`src/rtl/tri_paint_pkg.sv`:
```
// Shared definitions for the VGA triangle-paint blocks.
//   COORD_W / COLOR_W : vertex coordinate and packed RGB widths
//   H_MAX / V_MAX     : largest legal x / y coordinate
//   sched_state_t     : configuration scheduler state encoding
//   vtx_unpack()      : splits a packed {x1,y1,x2,y2,x3,y3} word into fields
package tri_paint_pkg;

    localparam int unsigned COORD_W = 10;
    localparam int unsigned COLOR_W = 24;
    localparam int unsigned H_MAX   = 639;
    localparam int unsigned V_MAX   = 479;

    localparam int unsigned VTX_W   = 6 * COORD_W;
    localparam int unsigned AREA_W  = 2 * COORD_W + 1;
    localparam int unsigned ACC_W   = 2 * COORD_W + 2;

    typedef enum logic [1:0] {
        ST_IDLE,
        ST_CALC,
        ST_FINISH,
        ST_WAIT_FRAME
    } sched_state_t;

    typedef logic [COORD_W-1:0] coord_t;

    // Field order matches the packed bus: x1 occupies the MSBs.
    typedef struct packed {
        coord_t x1;
        coord_t y1;
        coord_t x2;
        coord_t y2;
        coord_t x3;
        coord_t y3;
    } vtx_t;

    function automatic vtx_t vtx_unpack(input logic [VTX_W-1:0] v);
        return vtx_t'(v);
    endfunction

endpackage

```
`src/rtl/tri_area_serial.sv`:
```
// Bit-serial doubled-area engine: |x1(y2-y3) + x2(y3-y1) + x3(y1-y2)|
// computed with a single shift-add multiplier over 3*COORD_W cycles.
//   i_clk, i_rst_n : clock, async active-low reset
//   i_start        : clears the accumulator and starts a new computation
//   i_vtx          : packed vertices, must be stable while running
//   o_done         : high during the final accumulation cycle
//   o_area2        : |accumulator| (valid after the final cycle, held until next start)
//   o_zero         : accumulator is zero (degenerate triangle)
module tri_area_serial
    import tri_paint_pkg::*;
(
    input  logic               i_clk,
    input  logic               i_rst_n,
    input  logic               i_start,
    input  logic [VTX_W-1:0]   i_vtx,
    output logic               o_done,
    output logic [AREA_W-1:0]  o_area2,
    output logic               o_zero
);

    localparam int unsigned D_W      = COORD_W + 1;
    localparam logic [3:0]  BIT_LAST = 4'(COORD_W - 1);
    localparam logic [1:0]  TERM_LAST = 2'd2;

    logic                     r_run;
    logic [1:0]               r_term;
    logic [3:0]               r_bit;
    logic signed [ACC_W-1:0]  r_acc;

    vtx_t                     w_v;
    coord_t                   w_x;
    logic signed [D_W-1:0]    w_d;
    logic signed [ACC_W-1:0]  w_d_ext;
    logic signed [ACC_W-1:0]  w_pp;

    assign w_v = vtx_unpack(i_vtx);

    // Operand select for the current term.
    always_comb begin
        w_x = '0;
        w_d = '0;
        case (r_term)
            2'd0: begin
                w_x = w_v.x1;
                w_d = $signed({1'b0, w_v.y2}) - $signed({1'b0, w_v.y3});
            end
            2'd1: begin
                w_x = w_v.x2;
                w_d = $signed({1'b0, w_v.y3}) - $signed({1'b0, w_v.y1});
            end
            default: begin
                w_x = w_v.x3;
                w_d = $signed({1'b0, w_v.y1}) - $signed({1'b0, w_v.y2});
            end
        endcase
    end

    always_comb begin
        w_d_ext = {{(ACC_W-D_W){w_d[D_W-1]}}, w_d};
        w_pp    = '0;
        if (w_x[r_bit]) begin
            w_pp = w_d_ext << r_bit;
        end
    end

    always_ff @(posedge i_clk or negedge i_rst_n) begin
        if (!i_rst_n) begin
            r_run  <= 1'b0;
            r_term <= '0;
            r_bit  <= '0;
            r_acc  <= '0;
        end else if (i_start) begin
            r_run  <= 1'b1;
            r_term <= '0;
            r_bit  <= '0;
            r_acc  <= '0;
        end else if (r_run) begin
            r_acc <= r_acc + w_pp;
            if (r_bit == BIT_LAST) begin
                r_bit <= '0;
                if (r_term == TERM_LAST) begin
                    r_run <= 1'b0;
                end else begin
                    r_term <= r_term + 2'd1;
                end
            end else begin
                r_bit <= r_bit + 4'd1;
            end
        end
    end

    assign o_done  = r_run && (r_term == TERM_LAST) && (r_bit == BIT_LAST);
    // |acc| always fits AREA_W bits since the true doubled area is non-negative and bounded.
    assign o_area2 = AREA_W'(r_acc[ACC_W-1] ? -r_acc : r_acc);
    assign o_zero  = (r_acc == '0);

endmodule

```
`src/rtl/tri_cfg_scheduler.sv`:
```
// Triangle configuration scheduler: accepts a descriptor, computes and
// validates its doubled area, and commits it to the active registers only
// on a frame_start pulse so the pixel datapath never sees a partial update.
//   Clk_50MHz, Rst_n          : clock, async active-low reset
//   tri_valid/tri_ready       : descriptor handshake
//   tri_vtx, tri_color        : packed {x1,y1,x2,y2,x3,y3} and RGB fill colour
//   frame_start               : vertical-blank pulse, commit point
//   act_vtx/area2/color/valid : committed triangle
//   busy                      : CALC, FINISH or WAIT_FRAME
//   err                       : one-cycle pulse on a rejected descriptor
module tri_cfg_scheduler
    import tri_paint_pkg::*;
(
    input  logic               Clk_50MHz,
    input  logic               Rst_n,
    input  logic               tri_valid,
    output logic               tri_ready,
    input  logic [VTX_W-1:0]   tri_vtx,
    input  logic [COLOR_W-1:0] tri_color,
    input  logic               frame_start,
    output logic [VTX_W-1:0]   act_vtx,
    output logic [AREA_W-1:0]  act_area2,
    output logic [COLOR_W-1:0] act_color,
    output logic               act_valid,
    output logic               busy,
    output logic               err
);

    localparam coord_t X_LIM = coord_t'(H_MAX);
    localparam coord_t Y_LIM = coord_t'(V_MAX);

    sched_state_t        r_state;
    sched_state_t        w_next;

    logic [VTX_W-1:0]    r_pend_vtx;
    logic [COLOR_W-1:0]  r_pend_color;

    logic                w_start;
    logic                w_commit;
    logic                w_done;
    logic [AREA_W-1:0]   w_area2;
    logic                w_zero;
    logic                w_range_bad;
    logic                w_reject;
    vtx_t                w_pv;

    tri_area_serial u_area (
        .i_clk   (Clk_50MHz),
        .i_rst_n (Rst_n),
        .i_start (w_start),
        .i_vtx   (r_pend_vtx),
        .o_done  (w_done),
        .o_area2 (w_area2),
        .o_zero  (w_zero)
    );

    assign w_pv        = vtx_unpack(r_pend_vtx);
    assign w_range_bad = (w_pv.x1 > X_LIM) || (w_pv.x2 > X_LIM) || (w_pv.x3 > X_LIM) ||
                         (w_pv.y1 > Y_LIM) || (w_pv.y2 > Y_LIM) || (w_pv.y3 > Y_LIM);
    assign w_reject    = w_zero || w_range_bad;

    always_ff @(posedge Clk_50MHz or negedge Rst_n) begin
        if (!Rst_n) begin
            r_state <= ST_IDLE;
        end else begin
            r_state <= w_next;
        end
    end

    always_comb begin
        w_next    = r_state;
        tri_ready = 1'b0;
        busy      = 1'b1;
        err       = 1'b0;
        w_start   = 1'b0;
        w_commit  = 1'b0;
        case (r_state)
            ST_IDLE: begin
                tri_ready = 1'b1;
                busy      = 1'b0;
                if (tri_valid) begin
                    w_start = 1'b1;
                    w_next  = ST_CALC;
                end
            end
            ST_CALC: begin
                if (w_done) begin
                    w_next = ST_FINISH;
                end
            end
            ST_FINISH: begin
                if (w_reject) begin
                    err    = 1'b1;
                    w_next = ST_IDLE;
                end else begin
                    w_next = ST_WAIT_FRAME;
                end
            end
            ST_WAIT_FRAME: begin
                if (frame_start) begin
                    w_commit = 1'b1;
                    w_next   = ST_IDLE;
                end
            end
            default: begin
                w_next = ST_IDLE;
            end
        endcase
    end

    always_ff @(posedge Clk_50MHz or negedge Rst_n) begin
        if (!Rst_n) begin
            r_pend_vtx   <= '0;
            r_pend_color <= '0;
        end else if (w_start) begin
            r_pend_vtx   <= tri_vtx;
            r_pend_color <= tri_color;
        end
    end

    // The area engine holds its accumulator until the next start, which can
    // only happen from IDLE, so its output is still valid at commit time.
    always_ff @(posedge Clk_50MHz or negedge Rst_n) begin
        if (!Rst_n) begin
            act_vtx   <= '0;
            act_area2 <= '0;
            act_color <= '0;
            act_valid <= 1'b0;
        end else if (w_commit) begin
            act_vtx   <= r_pend_vtx;
            act_area2 <= w_area2;
            act_color <= r_pend_color;
            act_valid <= 1'b1;
        end
    end

endmodule

```
`config.mk`:
```
export PLATFORM = sky130hd
export DESIGN_NAME = tri_cfg_scheduler
export DESIGN_NICKNAME = d
export VERILOG_FILES = /design/src/rtl/tri_paint_pkg.sv /design/src/rtl/tri_area_serial.sv /design/src/rtl/tri_cfg_scheduler.sv
export SDC_FILE = /design/constraint.sdc
export NUM_CORES = 1
export LEC_CHECK = 0
export CAP_MARGIN = 10
export CORE_ASPECT_RATIO = 0.7
export CORE_MARGIN = 1.5
export CORE_UTILIZATION = 49
export DETAILED_ROUTE_END_ITERATION = 10
export PLACE_DENSITY = 0.78
export RECOVER_POWER = 25
export SETUP_SLACK_MARGIN = 0.15
export SLEW_MARGIN = 20
export SYNTH_ARGS = -nofsm -noshare
export SYNTH_HDL_FRONTEND = slang
export SYNTH_HIERARCHICAL = 1
export SYNTH_SLANG_ARGS = --single-unit
export TNS_END_PERCENT = 100
```
`constraint.sdc`:
```
create_clock -name Clk_50MHz -period 4.85 [get_ports Clk_50MHz]
set_input_delay 0.97 -clock Clk_50MHz [delete_from_list [all_inputs] [get_ports Clk_50MHz]]
set_output_delay 0.97 -clock Clk_50MHz [all_outputs]
set_load 0.005 [all_outputs]
```
After elaboration in Yosys (flattened, before gate mapping)
Index checks and enable logic that the tools add are counted.

Flip-flop bits (word level): 221. Output and inout bits: 109. Logic and storage cells: 83.

Reductions and logical operators: 15. Muxes and demuxes: 32. Equality and inequality tests: 10. Shifts and indexed selects: 1. Add/sub/neg operators: 7. Magnitude comparators: 7.

Operators with widths (number): $mux 22 (3); $sub 10x10->11 (3); $gt 10x10->1 const B (3); $gt 10x9->1 const B (3); $add 22x22->22 (1); $logic_not 22->1 (1); $pmux 11 s2 (1); $shl 22x4->22 (1); $mux 21 (1); $neg 21->21 (1); $pmux 10 s2 (1); $mux 2 (8); $mux 1 (13); $mux 4 (3); $pmux 2 s4 (1); $eq 2x2->1 const B (3); $logic_or 1x1->1 (6); $reduce_and 3->1 (2); $lt 4x5->1 const B (1); $add 4x1->4 const B (1); $bmux 1 s4 (1); $eq 2x1->1 const B (2); $eq 4x4->1 const B (1); $logic_not 2->1 (2); other kinds (5) (9).

Depth between registers and ports, before layout
Depth in word-level cells: 9. Gate-level depth with buffers: 25. Gate-level depth less buffers: 25.

Hierarchy
The synthesis kept the hierarchy.

Modules (own cells, without submodules): tri_cfg_scheduler (seq. area each 4804.6 sq um, area an instance 7395.8 sq um, times used 1, cells an instance 428); tri_area_serial (seq. area each 725.7 sq um, area an instance 4932.2 sq um, times used 1, cells an instance 641).

Worst setup path before layout
No wires, ideal clock.

Path kind: register to register. Start point: reg r_pend_vtx[0]. End point: reg u_area.r_acc[21]. Path buffers: 0. Setup slack: -0.353 ns. Setup time: 0.128 ns. Stages on the path, launching flop included: 26. Clock period less this slack: 5.203 ns. Arrival time: 5.075 ns. Cell sequence: dfrtp_1 inv_1 ha_1 inv_1 fa_1 a211oi_2 o21bai_1 a31o_1 a21oi_1 xnor2_1 a21oi_1 mux2_1 mux2_2 mux2_2 o22ai_1 ha_1 a21oi_1 o21a_1 o2111ai_1 o211ai_1 o41ai_1 a31o_1 and3_1 or3_1 mux2i_1 mux2_1.

Word-level cells in the longest chain between the ends: 7.

Ends and longest elaborated chain: start, declared (line tri_cfg_scheduler.sv:35) `logic [VTX_W-1:0] r_pend_vtx;`; start signal, assigned (line tri_cfg_scheduler.sv:116) `r_pend_vtx <= tri_vtx;`; $sub 10x10->11 (on tied branches) (line tri_area_serial.sv:49, tri_area_serial.sv:45); $pmux 11 s2 * (line tri_area_serial.sv:42) `case (r_term)`; $shl 22x4->22 * (line tri_area_serial.sv:62) `w_pp = w_d_ext << r_bit;`; $mux 22 * (line tri_area_serial.sv:61) `if (w_x[r_bit]) begin`; $add 22x22->22 * (line tri_area_serial.sv:78) `r_acc <= r_acc + w_pp;`; $mux 22 * (line tri_area_serial.sv:77) `end else if (r_run) begin`; $mux 22 * (line tri_area_serial.sv:72) `end else if (i_start) begin`; end signal, assigned (line tri_area_serial.sv:78); end, declared (line tri_area_serial.sv:28) `logic signed [ACC_W-1:0] r_acc;`.

Mark *: on every way between the ends. The rest lies on a longest branch, timed or not. The select of a mux whose other input is x is not followed. A chain may end at the register's enable or synchronous reset.

Final worst setup path
Same ends and word-level chain as after synthesis.

==> out/qor.json <==
{
  "global_route": {
    "grt-ovfl-total": 0,
    "grt_max_degree": 111,
    "grt_pass1_wl_mm": 51.12,
    "antenna_found_initial": 1,
    "first_global_vias": 9634,
    "grt_util_all_layers": 0.2480
  },
  "finish": {
    "nets": 1532,
    "antennaDiodeCount": 0,
    "filler_cell_count": 1831,
    "most-common-layout-cells": "sky130_fd_sc_hd__dfrtp_1, sky130_fd_sc_hd__clkdlybuf4s50_1, sky130_fd_sc_hd__mux2_2",
    "multi_input_area_mm2": 0.006680,
    "finalNonFillerCells": 1723,
    "synthToLayoutAreaGrowth_pct": 34.69,
    "layout.cells.most_common": "sky130_fd_sc_hd__dfrtp_1",
    "ff_latch_area_mm2": 0.005532,
    "final_area_mm2": 0.01660,
    "drive_gt1_frac": 0.3219
  },
  "timing": {
    "worstMarginPinSlew_ns": 2.772,
    "rsz0062_at_grt": "true",
    "relSlewSlack": -0.8480,
    "hold_viol_final": 0,
    "postLayoutSetupSlackWorst_ns": -0.3090,
    "part_of_the_cycle_the_worst_path_needs": 1.064,
    "maxSlewViolCount": 111,
    "period_needed_ns": 5.159,
    "skew_ns": 0.02746,
    "final-setup-viol-count": 4,
    "fmax_achieved_mhz": 193.8,
    "tns_ns": -0.6324
  },
  "pwr": {
    "power.static_leakage_nw": 7.686,
    "total_power_mw": 15.66,
    "pwr_density_cell_mw_per_mm2": 943.2,
    "maximum_vdd_drop_v": 0.0004676
  },
  "logic_synthesis": {
    "yosys_warnings": 6,
    "yosys_most_used_dff": "sky130_fd_sc_hd__dfrtp_1",
    "postSynthRegisterBits": 221,
    "postSynth.asyncResetShare": 1.000,
    "synth_cells": 1069,
    "synth_cell_types": 72,
    "synth-edff-count": 0,
    "synth_fp_nets": 1218,
    "yosysSeqAreaShare": 0.4486,
    "synthesis.area_per_instance_um2": 11.53,
    "syn-cell-area_mm2": 0.01233
  },
  "hold_path": {
    "timing.hold.worst.class": "reg2reg"
  },
  "clock_network": {
    "clockRootBuffer": "sky130_fd_sc_hd__clkbuf_16",
    "maximum_number_of_buffers_from_clock_root_to_sink": 3,
    "cts_tree": "yes",
    "numCtsBuffers": 22,
    "htree_num_levels": 1,
    "clock_sinks": 221,
    "clock_insertion_delay_worst_skew_ns": 0.54,
    "worst_setup_hold_path_clk_slew_ns": 0.07
  },
  "placement": {
    "placedCellCount": 1666,
    "portBuffers": 196,
    "post_dp_cell_area_mm2": 0.01545,
    "globalplace.congestion": 0.9017,
    "detailed_placer_s_ending_hpwl_mm": 23.33
  },
  "die": {
    "floorplan.die.height_um": 135.7,
    "initial_core_util": 0.4994,
    "fp.dieW_um": 192.6,
    "core_mm2": 0.02468,
    "floorplan.io_pins": 197,
    "full_die_area_mm2": 0.02614,
    "placement_rows": 48
  },
  "worst_setup_path": {
    "critical_path.endpoint_type": "flop",
    "worst-path-max-fanout": 3,
    "critical_path.slowest_cell": "sky130_fd_sc_hd__dfrtp_1",
    "worstPathBufferInverterCount": 3,
    "cpPeakStageDelay_ns": 0.41,
    "critical_path_required_ns": 5.28,
    "cp_data_arrival_time_ns": 5.59,
    "criticalPathCategory": "reg2reg",
    "critical-path-top-delay-family": "compound AO/OA/AOI/OAI gates",
    "worstSetupStartpointType": "flop"
  },
  "status": {
    "status": "complete, but fails checks",
    "violated_checks": "capacitance limit, slew limit, setup timing"
  },
  "detailed_routing": {
    "routed_wirelength_mm": 32.12,
    "avgViaCountPerCell": 5.513,
    "route.vias.total": 9499,
    "detailedRoute.firstPassIterationCount": 5,
    "mean_routed_wirelength_per_cell_um": 18.64,
    "drt_drc_violations_left": 0,
    "route.antenna.remaining_nets": 0,
    "drt-initial-drc-count": 615
  },
  "flow_run": {
    "max_cap_viols": 1
  }
}
==> registers in the layout, summed over array words and instances, names as in the netlist <==
signal         cells
r_pend_color      24
act_color         24
u_area/r_run       1
act_vtx           60
u_area/r_term      2
r_state            2
u_area/r_bit       4
r_pend_vtx        60
act_area2         21
u_area/r_acc      22
act_valid          1
==> synth_stat cells, types with 6 or more instances <==
master | count | area share
sky130_fd_sc_hd__o21a_1 | 11 | 0.0067
sky130_fd_sc_hd__xor2_1 | 11 | 0.0078
sky130_fd_sc_hd__or3_1 | 10 | 0.0051
sky130_fd_sc_hd__nor2b_1 | 13 | 0.0066
sky130_fd_sc_hd__a22oi_1 | 10 | 0.0061
sky130_fd_sc_hd__a31oi_1 | 6 | 0.0030
sky130_fd_sc_hd__a21o_1 | 17 | 0.010
sky130_fd_sc_hd__inv_1 | 47 | 0.014
sky130_fd_sc_hd__o22ai_1 | 9 | 0.0046
sky130_fd_sc_hd__nand3_1 | 17 | 0.0069
sky130_fd_sc_hd__nor2_1 | 61 | 0.019
sky130_fd_sc_hd__mux2_4 | 49 | 0.060
sky130_fd_sc_hd__mux2_2 | 148 | 0.14
sky130_fd_sc_hd__xnor2_1 | 42 | 0.030
sky130_fd_sc_hd__ha_1 | 57 | 0.058
sky130_fd_sc_hd__nor3_1 | 15 | 0.0061
sky130_fd_sc_hd__o21ai_0 | 27 | 0.011
sky130_fd_sc_hd__clkbuf_1 | 21 | 0.0064
sky130_fd_sc_hd__buf_2 | 14 | 0.0057
sky130_fd_sc_hd__nand2b_1 | 7 | 0.0036
sky130_fd_sc_hd__o41ai_1 | 6 | 0.0043
sky130_fd_sc_hd__nand2_1 | 56 | 0.017
sky130_fd_sc_hd__o21ai_1 | 9 | 0.0037
sky130_fd_sc_hd__a21oi_1 | 50 | 0.020
sky130_fd_sc_hd__buf_6 | 6 | 0.0055
sky130_fd_sc_hd__mux2i_1 | 29 | 0.024
sky130_fd_sc_hd__dfrtp_1 | 221 | 0.45
sky130_fd_sc_hd__a211oi_1 | 6 | 0.0037
==> per-layer routing <==
layer,share of wire,track usage,vias to the layer above
met2,0.43,0.3700,284
met4,0.018,0.05254,0
met5,0,0,-
li1,-,-,4501
met1,0.47,0.3590,4670
met3,0.079,0.06864,44
==> layout make-up <==
| class | instances | area share |
|---|---|---|
| Clock inverter | 7 | 0.006782 |
| Multi-Input combinational cell | 752 | 0.4023 |
| Timing Repair Buffer | 335 | 0.1827 |
| Tap cell | 325 | 0.02449 |
| Clock buffer | 32 | 0.03903 |
| Sequential cell | 221 | 0.3331 |
| Inverter | 51 | 0.01153 |
==> power breakdown <==
group / internal, mW / total (mW) / switching [mW]
Combinational: 5.71 / 10.6 / 4.85
Clock: 1.04 / 1.79 / 0.748
Sequential: 2.61 / 3.30 / 0.692
==> worst register-to-register path: stages, from the launching register on <==
cell and delay [ns]:
sky130_fd_sc_hd__dfrtp_1 0.41, sky130_fd_sc_hd__inv_1 0.08, sky130_fd_sc_hd__ha_2 0.18, sky130_fd_sc_hd__inv_2 0.04, sky130_fd_sc_hd__fa_2 0.34, sky130_fd_sc_hd__a211oi_2 0.23, sky130_fd_sc_hd__o21bai_2 0.11, sky130_fd_sc_hd__buf_4 0.14
sky130_fd_sc_hd__a21oi_2 0.14, sky130_fd_sc_hd__xnor2_1 0.13, sky130_fd_sc_hd__nand2_1 0.06, sky130_fd_sc_hd__a31o_2 0.25, sky130_fd_sc_hd__mux2_4 0.26, sky130_fd_sc_hd__a21o_1 0.19, sky130_fd_sc_hd__mux2_4 0.29, sky130_fd_sc_hd__o22ai_4 0.16
sky130_fd_sc_hd__ha_4 0.23, sky130_fd_sc_hd__a21oi_2 0.15, sky130_fd_sc_hd__o21a_1 0.14, sky130_fd_sc_hd__o2111ai_1 0.12, sky130_fd_sc_hd__o211ai_1 0.12, sky130_fd_sc_hd__o41ai_2 0.13, sky130_fd_sc_hd__a31o_1 0.20, sky130_fd_sc_hd__and3_1 0.14
sky130_fd_sc_hd__or3_1 0.30, sky130_fd_sc_hd__mux2i_1 0.17, sky130_fd_sc_hd__mux2_1 0.34
==> logic make-up after synthesis <==
kind of cell,count (synthesis),synth area share
flops,221,0.4486
compound gates,201,0.1126
xor+xnor,53,0.03765
simple gates,208,0.08018
buf+inv,96,0.03461
fa+ha+maj,61,0.06435
mux,229,0.2221
==> stage by stage <==
step / setup WS [ns] / hold WS (ns) / utilization
2_1_floorplan: -0.2003 / 0.4590 / -
3_3_place_gp: -0.3432 / 0.4502 / 0.6259
3_5_place_dp: -0.5199 / 0.4807 / 0.6259
4_1_cts: -0.4030 / 0.4959 / 0.6626
5_1_grt: -0.6515 / 0.5138 / 0.6727
6_report: -0.3090 / 0.4799 / 0.6727
==> worst paths after layout <==
kind	from	end	slack, ns	cells past startpoint
worst max-delay path	r_pend_vtx[0]	u_area/r_acc[21]	-0.31	26
worst min-delay path	act_valid	act_valid	0.48	1
worst max register to register	r_pend_vtx[0]	u_area/r_acc[21]	-0.31	26
worst min register to register	act_valid	act_valid	0.48	1
max in group asynchronous	Rst_n	act_vtx[30]	1.51	2
min in group asynchronous	Rst_n	act_vtx[22]	1.32	1
==> timing repair <==
item,CTS,global route
endpoints found under the setup margin,9,13
buffers inserted,6,12
hold buffers,0,0
pin swaps,29,22
gates resized for setup,24,42
Note: power is estimated with default switching activity, not from simulation.
